<file path="src/rtl/bless_pkg.sv">
// Shared BLESS flit definitions: header field layout, widths and coordinate types.
package bless_pkg;
  localparam int FLIT_W  = 13;
  localparam int AGE_MAX = 15;
  localparam int AGE_W   = 4;
  localparam int V_BIT   = 12;
  localparam int SRC_HI  = 11;
  localparam int SRC_LO  = 8;
  localparam int DST_HI  = 7;
  localparam int DST_LO  = 4;
  localparam int AGE_HI  = 3;
  localparam int AGE_LO  = 0;

  typedef logic [1:0] coord_t;

  typedef struct packed {
    coord_t x;
    coord_t y;
  } node_t;

  typedef struct packed {
    node_t src;
    node_t dst;
  } hdr_t;

  function automatic logic [AGE_W-1:0] age_inc(input logic [AGE_W-1:0] age);
    return (age == AGE_W'(AGE_MAX)) ? age : age + AGE_W'(1);
  endfunction
endpackage

</file>
<file path="src/rtl/inj_fifo.sv">
// Circular header queue for the injection port; with BLESS_INJ_AGE_EN each slot
// carries a saturating age that advances on every prescaler tick.
module inj_fifo
  import bless_pkg::*;
#(
  parameter int DEPTH = 4,
  parameter int W     = 8
) (
  input  logic                         clock,
  input  logic                         reset_n,
  input  logic                         push,
  input  logic [W-1:0]                 push_data,
  input  logic                         pop,
`ifdef BLESS_INJ_AGE_EN
  input  logic                         tick,
  output logic [AGE_W-1:0]             head_age,
`endif
  output logic [W-1:0]                 head_data,
  output logic [$clog2(DEPTH+1)-1:0]   count
);
  localparam int PTRW = $clog2(DEPTH);

  logic [PTRW-1:0] rd_ptr;
  logic [PTRW-1:0] wr_ptr;
  logic [W-1:0]    data_q [DEPTH];

  always_ff @(posedge clock or negedge reset_n) begin
    if (!reset_n) begin
      rd_ptr <= '0;
      wr_ptr <= '0;
      count  <= '0;
    end else begin
      if (push) wr_ptr <= wr_ptr + 1'b1;
      if (pop)  rd_ptr <= rd_ptr + 1'b1;
      if (push && !pop)      count <= count + 1'b1;
      else if (pop && !push) count <= count - 1'b1;
    end
  end

  // Payload needs no reset: the top masks the head while the queue is empty.
  always_ff @(posedge clock) begin
    if (push) data_q[wr_ptr] <= push_data;
  end

  assign head_data = data_q[rd_ptr];

`ifdef BLESS_INJ_AGE_EN
  logic [AGE_W-1:0] age_q [DEPTH];

  // A slot written this cycle starts at 0 even on a tick; a popped head
  // leaves with the age it showed, since the tick lands only at the edge.
  always_ff @(posedge clock or negedge reset_n) begin
    if (!reset_n) begin
      for (int i = 0; i < DEPTH; i++) age_q[i] <= '0;
    end else begin
      for (int i = 0; i < DEPTH; i++) begin
        if (push && (wr_ptr == PTRW'(i))) age_q[i] <= '0;
        else if (tick)                    age_q[i] <= age_inc(age_q[i]);
      end
    end
  end

  assign head_age = age_q[rd_ptr];
`endif
endmodule

</file>
<file path="src/rtl/bless_flit_inject.sv">
// BLESS injection queue: checks local requests, builds {valid,src,dst,age} headers
// and presents the oldest one to the router. Aging is enabled by BLESS_INJ_AGE_EN.
module bless_flit_inject
  import bless_pkg::*;
#(
  parameter int DEPTH      = 4,
  parameter int AGE_PERIOD = 8
) (
  input  logic                         clock,
  input  logic                         reset_n,
  input  logic [1:0]                   addrx,
  input  logic [1:0]                   addry,
  input  logic [1:0]                   addrx_max,
  input  logic [1:0]                   addry_max,
  input  logic                         req_valid,
  input  logic [1:0]                   req_dstx,
  input  logic [1:0]                   req_dsty,
  output logic                         req_ready,
  output logic                         req_err,
  output logic [FLIT_W-1:0]            inj_flit,
  input  logic                         inj_ready,
  output logic [$clog2(DEPTH+1)-1:0]   level
);
  localparam int CW = $clog2(DEPTH+1);

  node_t            own;
  node_t            dst;
  hdr_t             push_hdr;
  hdr_t             head_hdr;
  logic [AGE_W-1:0] head_age;
  logic             handshake;
  logic             bad_dst;
  logic             push;
  logic             pop;
  logic             occupied;

  assign own       = '{x: addrx, y: addry};
  assign dst       = '{x: req_dstx, y: req_dsty};
  assign push_hdr  = '{src: own, dst: dst};

  assign occupied  = (level != '0);
  assign req_ready = (level < CW'(DEPTH));
  assign handshake = req_valid && req_ready;
  assign bad_dst   = (dst == own) || (req_dstx > addrx_max) || (req_dsty > addry_max);
  assign push      = handshake && !bad_dst;
  assign pop       = occupied && inj_ready;

  always_ff @(posedge clock or negedge reset_n) begin
    if (!reset_n) req_err <= 1'b0;
    else          req_err <= handshake && bad_dst;
  end

`ifdef BLESS_INJ_AGE_EN
  localparam int PW = (AGE_PERIOD > 1) ? $clog2(AGE_PERIOD) : 1;

  logic [PW-1:0] pre_q;
  logic          tick;

  assign tick = (pre_q == PW'(AGE_PERIOD - 1));

  always_ff @(posedge clock or negedge reset_n) begin
    if (!reset_n)  pre_q <= '0;
    else if (tick) pre_q <= '0;
    else           pre_q <= pre_q + 1'b1;
  end
`else
  logic unused_cfg;
  assign unused_cfg = (AGE_PERIOD == 0);
  assign head_age   = '0;
`endif

  inj_fifo #(
    .DEPTH (DEPTH),
    .W     ($bits(hdr_t))
  ) u_fifo (
    .clock     (clock),
    .reset_n   (reset_n),
    .push      (push),
    .push_data (push_hdr),
    .pop       (pop),
`ifdef BLESS_INJ_AGE_EN
    .tick      (tick),
    .head_age  (head_age),
`endif
    .head_data (head_hdr),
    .count     (level)
  );

  always_comb begin
    inj_flit = '0;
    if (occupied) begin
      inj_flit[V_BIT]           = 1'b1;
      inj_flit[SRC_HI:SRC_LO]   = head_hdr.src;
      inj_flit[DST_HI:DST_LO]   = head_hdr.dst;
      inj_flit[AGE_HI:AGE_LO]   = head_age;
    end
  end
endmodule

</file>
<file path="config.mk">
export PLATFORM = sky130hd
export DESIGN_NAME = bless_flit_inject
export DESIGN_NICKNAME = d
export VERILOG_FILES = /design/src/rtl/bless_pkg.sv /design/src/rtl/inj_fifo.sv /design/src/rtl/bless_flit_inject.sv
export SDC_FILE = /design/constraint.sdc
export NUM_CORES = 1
export LEC_CHECK = 0
export ABC_AREA = 1
export BUFFER_PORTS_ARGS = -buffer_cell sky130_fd_sc_hd__buf_2
export CAP_MARGIN = 0
export CORE_MARGIN = 10
export CORE_UTILIZATION = 50
export CTS_BUF_LIST = sky130_fd_sc_hd__clkbuf_4 sky130_fd_sc_hd__clkbuf_8
export DETAILED_ROUTE_END_ITERATION = 8
export PLACE_DENSITY = 0.79
export SYNTH_ARGS = -nofsm -noshare
export SYNTH_HDL_FRONTEND = slang
export SYNTH_SLANG_ARGS = --single-unit
export TNS_END_PERCENT = 10
</file>
<file path="constraint.sdc">
create_clock -name clock -period 5.7 [get_ports clock]
set_input_delay 0 -clock clock [delete_from_list [all_inputs] [get_ports clock]]
set_output_delay 0 -clock clock [all_outputs]
set_load 0.02 [all_outputs]
</file>
==> reports/metrics.yaml, run 1 <==
clocking:
  cts-buffers-inserted: 5
  clkTransAtPathRegs_ns: 0.06
  cts_setup_buffers: 0
  clockRootBuffer: "clkbuf_8"
  cts_num_sinks: 40
  insertion_delay_ns: 0.29
  cts_resized: 0
  ctsHoldBuffers: 9
  cts_tree: "yes"
  cts.path.max_buffers: 2
  htreeDepth: 2
setup_path:
  cp_slowest_cell: "dlygate4sd3_1"
  arrival_ns: 2.53
  start_kind: "input port"
  cp-end-kind: "register"
  crit_top_cell: "inv_1"
  crit_start: "req_dsty[1]"
  required_ns: 5.87
  worstReg2RegStart: "u_fifo.count[0]"
  critical_path.max_stage_delay_ns: 0.53
  crit_fanout: 7
  r2r_slack_ns: 3.61
  path_class: "in -> reg"
  path_cells: "dlygate4sd3_1 -> buf_2 -> ha_1 -> inv_1 -> o21bai_1 -> nand2_1 -> nand2_1 -> inv_1 -> nand3_2 -> inv_1 -> ha_1 -> inv_1 -> fa_1 -> mux2_2"
synthesis:
  synth_top_cell_by_area: "edfxtp_1"
  ys_ff_latch: 40
  yosysMostFrequentCell: "nor2_1"
  async_flop_share_pct: 20.0
  synth.distinct_cells: 26
  netlist.area_leader.share_pct: 49.0
  synthMuxAreaShare_pct: 0.574
  synth_edf_count: 32
  synth_fa_ha_area_share_pct: 6.76
  synth_top_family_by_area: "simple AND/OR/NAND/NOR gates"
  ys.flop_type: "edfxtp_1"
  yosysSeqAreaShare_pct: 59.2
  yosys-top-cells-count: "nor2_1 (42), edfxtp_1 (32), nand2_1 (26)"
  synthesis.area_sq_um: 1960
  synth-simple-area-share_pct: 15.9
  synth_area_per_cell_sq_um: 10.2
  synthCells: 192
  synth_compound_area_share_pct: 7.15
  synth_xor_area_share_pct: 1.34
  synth_warnings: 0
  synth_area_leaders: "edfxtp_1 (49%), dfrtp_1 (10%), nor2_1 (8.0%)"
grt:
  grt.overflow.total: 0
  antenna_found_initial: 0
  grt_pass1_wl_um: 5910
  grt_pass1_vias: 1268
  grt_usage_pct: 11.7
  grt_max_degree: 19
route:
  wl_per_cell_um: 13.2
  wl_met3_um: 199
  dr.pass1.iters: 4
  wl_met1_um: 1490
  ant_nets: 0
  wl_met2_um: 1890
  vias_per_cell: 4.75
  vias: 1325
  drt_iter0_markers: 86
  drc: 0
  drt_wl_total_um: 3670
  top_layer: "met4"
final_layout:
  n_antenna_cell: 0
  num-fill-cells: 313
  area_growth_pct: 16.6
  fin_util_pct: 61.5
  drive_gt1_share_pct: 19.5
  nNetsFinal: 257
floorplan:
  chipWidth_um: 82.6
  core_area_sq_um: 3720
  die_area_sq_um: 6830
  rows: 22
  start_util_pct: 52.8
  ios: 34
  fp.dieH_um: 82.6
pwr:
  power.density_nw_per_um2: 441
  p_int_mw: 0.595
  p_total_mw: 1.01
  combPwrFrac_pct: 41.2
  p_sw_mw: 0.413
  irDropWorstVdd_uv: 193
  clockPowerShare_pct: 17.1
  power_frac_seq_pct: 41.6
  p_leak_nw: 1.01
  switching_share_pct: 41.0
sta:
  hold_violations: 0
  finalSetupViolCount: 0
  tightest_slew_ns: 0.758
  rsz0062_at_grt: "no"
  fin_setup_tns_ns: 0
  layout_worst_path_cycle_share_pct: 41.4
  max_slew_margin_pct: 49.3
  fmax_mhz: 424
  finalClockSkew_ns: 0.00620
  min_period_ns: 2.36
  slew_viol_final: 0
min_path:
  holdCritStartpoint: "inj_ready"
  min_path_type: "in -> reg"
placement:
  gp_congestion: 0.784
  numPortBuffers: 29
  hpwl_um: 2540
run:
  max-cap-violations: 0
status:
  outcome: "finished, final reports clean"
-- power by group through the flow --
stage	sequential [mW]	clock (mW)	combinational, mW
final	0.420	0.173	0.416
after global routing	0.426	0.189	0.465
after CTS	0.420	0.175	0.424
after detailed placement	0.425	0	0.417
after global placement	0.423	0	0.406
after floorplan	0.403	0	0.321
-- worst paths after layout --
kind / to / cells past startpoint
hold reg to reg: u_fifo.wr_ptr[1] / 2
setup reg to reg: u_fifo.count[2] / 10
setup / recovery: u_fifo.count[1] / 14
max in group asynchronous: u_fifo.rd_ptr[1] / 2
min in group asynchronous: u_fifo.count[2] / 2
hold / removal: u_fifo.rd_ptr[0] / 3
-- layer usage --
layer / global-route usage, % / vias up
li1: - / 686
met1: 12.8 / 604
met2: 19.6 / 29
met3: 3.56 / 6
met4: 7.36 / 0
met5: 0 / -
-- layout make-up --
| type | instances | area (sq um) | share of cell area (%) |
|---|---|---|---|
| Inverter | 27 | 111 | 4.87 |
| Tap cell | 48 | 60.1 | 2.63 |
| Multi-Input combinational cell | 119 | 637 | 27.9 |
| Clock buffer | 6 | 76.3 | 3.34 |
| Sequential cell | 40 | 1160 | 50.8 |
| Clock inverter | 1 | 5.00 | 0.219 |
| Timing Repair Buffer | 38 | 235 | 10.3 |
-- cell families (layout without fill, tap and decap cells) --
kind of cell | count (synthesis) | after routing
AOI/OAI and AO/OA | 27 | 27
xor gates and xnor gates | 3 | 3
adders and majority gates | 10 | 10
buffers and inverters | 36 | 72
DFF | 40 | 40
muxes | 1 | 1
other | 1 | 4
and+or+nand+nor | 74 | 74
-- sequential cells by signal (all words and copies together), names as in the netlist --
register,count
u_fifo.wr_ptr,2
u_fifo.count,3
req_err,1
u_fifo.data_q,32
u_fifo.rd_ptr,2
-- cell usage in the layout (no fill, tap or decap) --
cell type / n
nor2_1: 42
edfxtp_1: 32
buf_2: 29
nand2_1: 26
inv_1: 23
o21ai_1: 9
a21oi_1: 9
ha_1: 9
dlygate4sd3_1: 9
dfrtp_1: 8
o21ai_0: 7
clkbuf_8: 5
conb_1: 4
inv_2: 2
nand4_1: 2
xor2_1: 2
nor3_4: 1
inv_4: 1
inv_8: 1
o21bai_1: 1
nand3_2: 1
nand2_4: 1
a21boi_0: 1
nor2_2: 1
mux2_2: 1
xnor2_1: 1
fa_1: 1
clkbuf_4: 1
clkinv_2: 1
-- worst max-delay path: cells and delay by family --
family	cells	cell delay, ns
adder cells (fa/ha/maj)	3	0.92
AO/OA/AOI/OAI	1	0.11
buffers and inverters	6	0.97
multiplexers	1	0.26
AND/OR/NAND/NOR	3	0.26
-- through the flow --
step / area (sq um) / worst slack (ns) / hold slack [ns] / cells
final: 2290 / 3.34 / 0.0211 / 279
after global routing: 2290 / 3.17 / 0.0526 / 279
after CTS: 2290 / 3.35 / 0.0181 / 279
after detailed placement: 2110 / 3.60 / -0.151 / 263
after global placement: 2110 / 3.67 / -0.152 / 263
after floorplan: 1970 / 3.73 / -0.296 / 195
No activity file was read; power rests on OpenSTA's default activity.
==> run 2, diff against run 1 <==
ABC_AREA = 0   (was 1)
PLACE_DENSITY = 0.83   (was 0.79)
clock period = 2.1 ns   (was 5.7 ns; I/O delays follow)
==> run 2 against run 1 <==
  * Largest power group unchanged
  * Final area is 2.5% higher
  * Die area decreased by 3.0%
  * Critical path type unchanged
  * Via count down 19%
  * Area after synthesis fell by 4.0%
  * Clock power rose to 4.2 times the previous value
  * Sequential power rose to 2.7 times the previous value
==> reports/metrics.yaml, run 2 <==
pwr:
  p_total_mw: 2.90
  clockPowerShare_pct: 24.8
  power.density_nw_per_um2: 1240
  p_int_mw: 1.96
  combPwrFrac_pct: 36.7
  p_sw_mw: 0.936
  switching_share_pct: 32.3
  power_frac_seq_pct: 38.5
  irDropWorstVdd_uv: 873
  p_leak_nw: 0.955
sta:
  finalSetupViolCount: 0
  finalClockSkew_ns: 0.00657
  min_period_ns: 2.02
  tightest_slew_ns: 0.555
  fin_ws_ns: 0.0804
  rsz0062_at_grt: "no"
  max_slew_margin_pct: 63.0
  layout_worst_path_cycle_share_pct: 96.2
  fin_setup_tns_ns: 0
  hold_violations: 0
  fmax_mhz: 495
  slew_viol_final: 0
route:
  vias_per_cell: 4.94
  vias: 1076
  ant_nets: 0
  drc: 0
  dr.pass1.iters: 4
  wl_per_cell_um: 16.6
  drt_wl_total_um: 3610
  drt_iter0_markers: 94
placement:
  numPortBuffers: 29
  place_ws_ns: 0.0801
  dpl_cell_area_sq_um: 2110
  gp_congestion: 0.717
  hpwl_um: 2640
floorplan:
  start_util_pct: 51.4
  die_area_sq_um: 6620
  core_area_sq_um: 3660
  rows: 22
  fp.dieH_um: 81.4
  ios: 34
  chipWidth_um: 81.4
grt:
  antenna_found_initial: 0
  grt_pass1_wl_um: 5980
  grt_pass1_vias: 1169
  grt.overflow.total: 0
  grt_usage_pct: 12.3
  grt_max_degree: 13
setup_path:
  crit_fanout: 5
  arrival_ns: 2.19
  required_ns: 2.27
  start_kind: "input port"
  cp-end-kind: "register"
  crit_start: "addry[1]"
  worstReg2RegStart: "u_fifo.count[2]"
  path_class: "in -> reg"
synthesis:
  synthCells: 119
  netlist.area_leader.share_pct: 51.0
  synth_edf_count: 32
  synthesis.area_sq_um: 1880
  synth.distinct_cells: 23
  ys.flop_type: "edfxtp_1"
  synth_area_per_cell_sq_um: 15.8
  yosysSeqAreaShare_pct: 61.7
  yosysMostFrequentCell: "edfxtp_1"
  synth_warnings: 0
  yosys-top-cells-count: "edfxtp_1 (32), inv_1 (13), and2_1 (9), ha_1 (9), xnor2_1 (9)"
  synth_top_cell_by_area: "edfxtp_1"
  async_flop_share_pct: 20.0
  synth_area_leaders: "edfxtp_1 (51%), dfrtp_1 (11%), mux4_2 (9.6%)"
  ys_ff_latch: 40
min_path:
  min_path_type: "in -> async"
clocking:
  cts-buffers-inserted: 5
  cts.path.max_buffers: 2
  cts_tree: "yes"
  htreeDepth: 2
  cts_num_sinks: 40
  insertion_delay_ns: 0.29
  clkTransAtPathRegs_ns: 0.07
  clockRootBuffer: "clkbuf_8"
  cts_setup_buffers: 0
final_layout:
  n_antenna_cell: 0
  area_growth_pct: 24.5
  fin_util_pct: 64.0
  final_cell_mix: "edfxtp_1 (32), buf_2 (29), inv_1 (13)"
  multi_input_area_sq_um: 624
  largestRegisters: "u_fifo.data_q: 32 flops, u_fifo.count: 3 flops"
  final_common_cell: "edfxtp_1"
  final-seq-area_sq_um: 1160
  num-fill-cells: 276
  regMostFlops: "u_fifo.data_q"
  drive_gt1_share_pct: 37.1
  largest_reg_flops: 32
  nNetsFinal: 196
  postLayoutCellArea_sq_um: 2340
status:
  outcome: "finished, final reports clean"
run:
  max-cap-violations: 0
[run 2: cell types whose count changed after synthesis, moves of 3 or more]
cell | previous run | this run
nor2_1 | 42 | 5
nand2_1 | 26 | 3
inv_1 | 23 | 13
a21oi_1 | 9 | 0
and2_1 | 0 | 9
o21ai_1 | 9 | 0
mux4_2 | 0 | 8
xnor2_1 | 1 | 9
o21ai_0 | 7 | 0
nor2b_1 | 0 | 3
[run 2: final cells by class]
cell class,count,share of cell area (%)
clock buffers,5,2.94
well taps,48,2.56
flip-flops and latches,40,49.5
inverters,13,2.08
clock inverters,2,2.56
repair buffers,49,13.7
multi-input cells,61,26.6
[run 2: path summary, 6_finish.rpt]
kind                       slack (ns)               end  cells past startpoint
setup / recovery                 0.08   u_fifo.count[1]                     10
hold / removal                   0.12   u_fifo.count[1]                      2
setup reg to reg                 0.10   u_fifo.count[2]                      8
hold reg to reg                  0.55  u_fifo.wr_ptr[0]                      1
max in group asynchronous        1.81  u_fifo.rd_ptr[1]                      2
min in group clock               0.15           req_err                      3
[run 2: what timing repair did]
action	CTS	global route
hold buffers	10	0
hold endpoints to repair	41	0
endpoints found under the setup margin	0	2
gates resized for setup	0	2
[run 2: metal layers]
| metal | global-route usage (%) | vias up | wire length, um |
|---|---|---|---|
| met4 | 4.15 | 0 | 28 |
| met3 | 5.74 | 2 | 262 |
| li1 | - | 509 | - |
| met2 | 21.2 | 26 | 1960 |
| met1 | 13.1 | 539 | 1360 |
| met5 | 0 | - | 0 |
[run 2: critical path, stage by stage]
cell and delay, ns:
dlygate4sd3_1 0.53, buf_2 0.15, xnor2_1 0.20, nand4_2 0.17
nand4_4 0.14, inv_1 0.06, ha_2 0.18, inv_1 0.06
fa_1 0.41, mux2_2 0.28
[run 2: power by group through the flow]
stage | sequential [mW] | clock, mW | combinational (mW)
2_1_floorplan | 1.09 | 0 | 0.792
5_1_grt | 1.15 | 0.770 | 1.16
3_3_place_gp | 1.12 | 0 | 1.02
6_report | 1.12 | 0.719 | 1.07
3_5_place_dp | 1.14 | 0 | 1.06
4_1_cts | 1.12 | 0.730 | 1.08
[run 2: logic make-up after synthesis]
family,share of synthesized area (%)
XOR/XNOR,4.65
flip-flops,61.7
multiplexers,11.0
buffers and inverters,6.05
other,0.199
AO/OA/AOI/OAI,0.930
adder cells (fa/ha/maj),7.04
AND/OR/NAND/NOR,8.50
[run 2: through the flow]
stage	cells	hold slack, ns
detailed placement	201	-0.144
global placement	201	-0.150
floorplan	122	-0.296
global route	218	0.130
finish	218	0.120
CTS	218	0.0817
